`config.mk`:
```
export PLATFORM = sky130hd
export DESIGN_NAME = int_return_stack
export DESIGN_NICKNAME = d
export VERILOG_FILES = /design/src/rtl/int_return_stack.sv
export SDC_FILE = /design/constraint.sdc
export NUM_CORES = 1
export LEC_CHECK = 0
export CORE_AREA = 2 2 71 73
export DETAILED_ROUTE_END_ITERATION = 8
export DIE_AREA = 0 0 73 75
export GPL_ROUTABILITY_DRIVEN = 0
export PLACE_DENSITY = 0.76
export SLEW_MARGIN = 20
export SYNTH_ARGS = -nofsm -noshare
export SYNTH_HDL_FRONTEND = slang
export SYNTH_SLANG_ARGS = --single-unit
```
`constraint.sdc`:
```
create_clock -name clk -period 2.77 [get_ports clk]
set_input_delay 0.554 -clock clk [delete_from_list [all_inputs] [get_ports clk]]
set_output_delay 0.554 -clock clk [all_outputs]
set_load 0.01 [all_outputs]
```
`src/rtl/int_return_stack.sv`:
```
//------------------------------------------------------------------------------
// int_return_stack
// Next-PC selector with a return-address LIFO for nested and tail-chained ISRs.
// Revision: 1.0
//------------------------------------------------------------------------------
`default_nettype none

module int_return_stack #(
    parameter int ADDR_W = 10,
    parameter int DEPTH  = 4,
    parameter int LVL_W  = 3
) (
    input  logic              clk,
    input  logic              reset,
    input  logic [ADDR_W-1:0] pc_sig,
    input  logic [ADDR_W-1:0] dir,
    input  logic              s_interrup,
    input  logic              fin,
    output logic [ADDR_W-1:0] pc_next,
    output logic              int_ack,
    output logic [LVL_W-1:0]  nivel,
    output logic              ocupado,
    output logic              ovf,
    output logic              udf
);

    localparam int IDX_W = (DEPTH > 1) ? $clog2(DEPTH) : 1;

    logic [ADDR_W-1:0] r_stack [DEPTH];
    logic [LVL_W-1:0]  r_nivel;
    logic              r_ovf;
    logic              r_udf;

    logic              w_empty;
    logic              w_full;
    logic [LVL_W-1:0]  w_nivel_m1;
    logic [IDX_W-1:0]  w_push_idx;
    logic [IDX_W-1:0]  w_top_idx;
    logic [ADDR_W-1:0] w_top;
    logic              w_push;
    logic              w_pop;
    logic              w_set_ovf;
    logic              w_set_udf;

    assign w_empty    = (r_nivel == '0);
    assign w_full     = (r_nivel == LVL_W'(DEPTH));
    assign w_nivel_m1 = r_nivel - LVL_W'(1);
    // Both indices are only used when they fall inside 0..DEPTH-1.
    assign w_push_idx = IDX_W'(r_nivel);
    assign w_top_idx  = IDX_W'(w_nivel_m1);
    assign w_top      = r_stack[w_top_idx];

    always_comb begin
        pc_next   = pc_sig;
        int_ack   = 1'b0;
        w_push    = 1'b0;
        w_pop     = 1'b0;
        w_set_ovf = 1'b0;
        w_set_udf = 1'b0;
        if (reset) begin
            pc_next = '0;
        end else if (s_interrup && fin && !w_empty) begin
            // Tail-chain: the new ISR inherits the pending return address.
            pc_next = dir;
            int_ack = 1'b1;
        end else if (s_interrup && !w_full) begin
            pc_next   = dir;
            int_ack   = 1'b1;
            w_push    = 1'b1;
            w_set_udf = fin;
        end else if (s_interrup) begin
            w_set_ovf = 1'b1;
        end else if (fin && !w_empty) begin
            pc_next = w_top;
            w_pop   = 1'b1;
        end else if (fin) begin
            w_set_udf = 1'b1;
        end
    end

    always_ff @(posedge clk) begin
        if (reset) begin
            r_nivel <= '0;
            r_ovf   <= 1'b0;
            r_udf   <= 1'b0;
            for (int i = 0; i < DEPTH; i++) begin
                r_stack[i] <= '0;
            end
        end else begin
            if (w_push) begin
                r_stack[w_push_idx] <= pc_sig;
                r_nivel             <= r_nivel + LVL_W'(1);
            end else if (w_pop) begin
                r_nivel <= w_nivel_m1;
            end
            if (w_set_ovf) r_ovf <= 1'b1;
            if (w_set_udf) r_udf <= 1'b1;
        end
    end

    assign nivel   = r_nivel;
    assign ocupado = !w_empty;
    assign ovf     = r_ovf;
    assign udf     = r_udf;

endmodule

`default_nettype wire

```
==> metrics.md <==
| Metric | Value |
|---|---|
| Via/cell ratio | `around 5.5` |
| Final Power | `1.80 mW` |
| Post-CTS setup buffer count | `0` |
| Seq/Total Area, Yosys | `55.7%` |
| Syn. warnings | `0` |
| LEAKAGE | `between 1 and 1.5 nW` |
| Initial Util | `between 50% and 60%` |
| Final non-filler cell total | `around 300` |
| Worst IR drop on VDD | `~400 uV` |
| Syn nets | `between 200 and 250` |
| Critical path capture point type | `output port` |
| Skew final | `~0.0051 ns` |
| Clock Pin Slew Worst Setup and Hold Paths | `~0.080 ns` |
| Via count | `approximately 1700` |
| Synth top area share | `51.4%` |
| Slew @ Worst Pin | `a little under 0.5 ns` |
| Drt first pass iters | `4` |
| Die height | `between 70 and 80 um` |
| Final Hold Viols | `0` |
| TritonCTS clock tree | `done` |
| Area grow syn2layout | `27.6%` |
| DIE AREA | `about 0.0055 mm2` |
| Vias in the first global route | `about 1700` |
| Final Net Count | `roughly 280` |
| Initial drt markers | `around 180` |
| Post-synth top area cell | `edfxtp_1` |
| Hold Slack | `roughly 0.47 ns` |
| Fin crit period | `approximately 2.7 ns` |
| Hold-fix buffers, CTS | `0` |
| Max Buffers Root-to-Sink | `2` |
| Clock insertion delay at the later pin of the skew report | `roughly 0.3 ns` |
| CTS Buf Count | `5` |
| Max Fanout on Critical Path | `5` |
| Routed WL | `roughly 5400 um` |
| Syn_area_per_cell | `12.4 um2` |
| Root Buffer | `clkbuf_8` |
| Initial antenna violation count | `0` |
| Min-delay worst type | `flop to flop` |
| CP required | `between 2 and 2.5 ns` |
| Post-Place Cells | `roughly 300` |
| Fraction of registers with async set/reset | `0%` |
| Final period util | `between 90 and 100%` |
| # diodes | `0` |
| Post-synth EDFFs | `40` |
| Core ar. | `0.00466 mm2` |
| Global route overflow | `0` |
| I/O Pins | `41` |
| Mapped Cells | `189` |
| DIE WIDTH | `around 73 um` |
| # rows | `25` |
| Buffers on Ports | `40` |
| Final setup TNS | `0 ns` |
| Dominant synthesized flop cell | `edfxtp_1` |
| Top cells by count, synth | `and2_1 (43), edfxtp_1 (40), nor2_1 (25)` |
| Crit Path Class | `input pin to output port` |
| Largest net degree at the start of global routing | `23` |
| WP data arrival | `2.14 ns` |
| Post-Syn Area | `0.00233 mm2` |
| Worst Setup Start Kind | `input pin` |
| Synth Register Bits | `45` |
| R2R cell count | `6` |
| Hold Path Cell Cnt | `2` |
| Outcome | `completed` |
| DRC Markers | `0` |
| Synth cell types | `35` |
| Pwr/cell area | `604 mW/mm2` |
| Final ANT Viol Nets | `0` |
| Slew Limit Fails | `0` |
| Layout cells sized above 1 | `a little under a quarter` |
| Total track usage | `roughly 22%` |
| Global-route wire length before repair | `8470 um` |
| Detailed placement HPWL | `roughly 3700 um` |
| Number of max-cap violations | `0` |
| Relative slew slack | `between 60% and 70%` |
| Final setup violation count | `0` |
| WL/cell | `~18 um` |
| H-tree levels | `2` |
| Largest cells by area after synthesis | `edfxtp_1 (51%), and2_1 (12%), mux4_2 (8.7%)` |
| FMAX | `0.371 GHz` |
| Flop2flop setup slack | `0.79 ns` |
| Clk sink count | `45` |
| Count leader, synth | `and2_1` |
## placed cells by master (no fill, tap or decap), drive strengths merged
cell           count
and2              43
edfxtp            40
clkdlybuf4s50     28
nor2              27
buf               23
clkbuf            15
nor3              12
mux4              10
nor4              10
dfxtp              5
nand2              5
inv                3
a21oi              3
ha                 3
or2                2
a31oi              2
dlygate4sd2        2
nand3b             2
nand2b             1
nor2b              1
mux2i              1
a41o               1
o21bai             1
a32oi              1
xnor2              1
o21a               1
o21ai              1
a21o               1
nand3              1
dlymetal6s2s       1
clkdlybuf4s15      1
dlygate4sd1        1
## cells by family after synthesis
logic type                 after synthesis  share of synthesized area, %
adders and majority gates                3                          1.61
muxes                                   11                          10.4
AOI/OAI and AO/OA                       11                          3.16
buffers and inverters                   14                          3.97
xor gates and xnor gates                 1                         0.375
DFF                                     45                          55.7
and+or+nand+nor                        104                          24.8
## worst max-delay path, stage by stage
cell             delay [ns]
clkdlybuf4s50_1        0.50
nor2b_4                0.19
and2_1                 0.19
buf_4                  0.15
nor3_1                 0.05
nor4_1                 0.22
dlygate4sd1_1          0.29
## per-stage QoR
stage	worst slack [ns]	util [%]	cell area, um2
finish	0.0733	63.9	2980
CTS	0.0230	64.2	2990
global placement	-0.243	62.4	2910
floorplan	0.244	-	2330
global route	-0.0684	63.9	2980
detailed placement	-0.308	62.4	2910
## sequential cells by signal (all words and copies together) (netlist names)
register	cells
nivel	3
udf	1
ovf	1
r_stack	40
## metal layers
| metal | track usage, % | wire, um |
|---|---|---|
| met1 | 28.3 | 2370 |
| met2 | 36.2 | 2750 |
| met3 | 4.42 | 223 |
| met4 | 8.23 | 23 |
| met5 | 0 | 0 |
## final timing paths
| kind | startpoint | endpoint |
|---|---|---|
| max | fin | pc_next[8] |
| min | udf | udf |
| max reg2reg | nivel[1] | r_stack[0][1] |
| min reg2reg | udf | udf |
## what timing repair did
action	CTS	global route
setup endpoints to repair	11	11
pin swaps	0	3
gates cloned	0	0
resized for setup	14	28
## layout make-up
| cell class | instances | area (um2) |
|---|---|---|
| sequential | 45 | 1300 |
| multi-input combinational | 130 | 970 |
| tap | 54 | 67.6 |
| fill | 361 | 1680 |
| inverter | 3 | 11.3 |
| timing repair buffer | 63 | 549 |
| clock buffer | 8 | 80.1 |
## where the power goes
part | internal, mW | leakage [nW] | switching (mW) | total [mW]
clock network | 0.180 | 0.0395 | 0.214 | 0.394
logic | 0.290 | 0.671 | 0.284 | 0.574
registers | 0.812 | 0.457 | 0.0199 | 0.832
(Power assumes the default switching activity.)
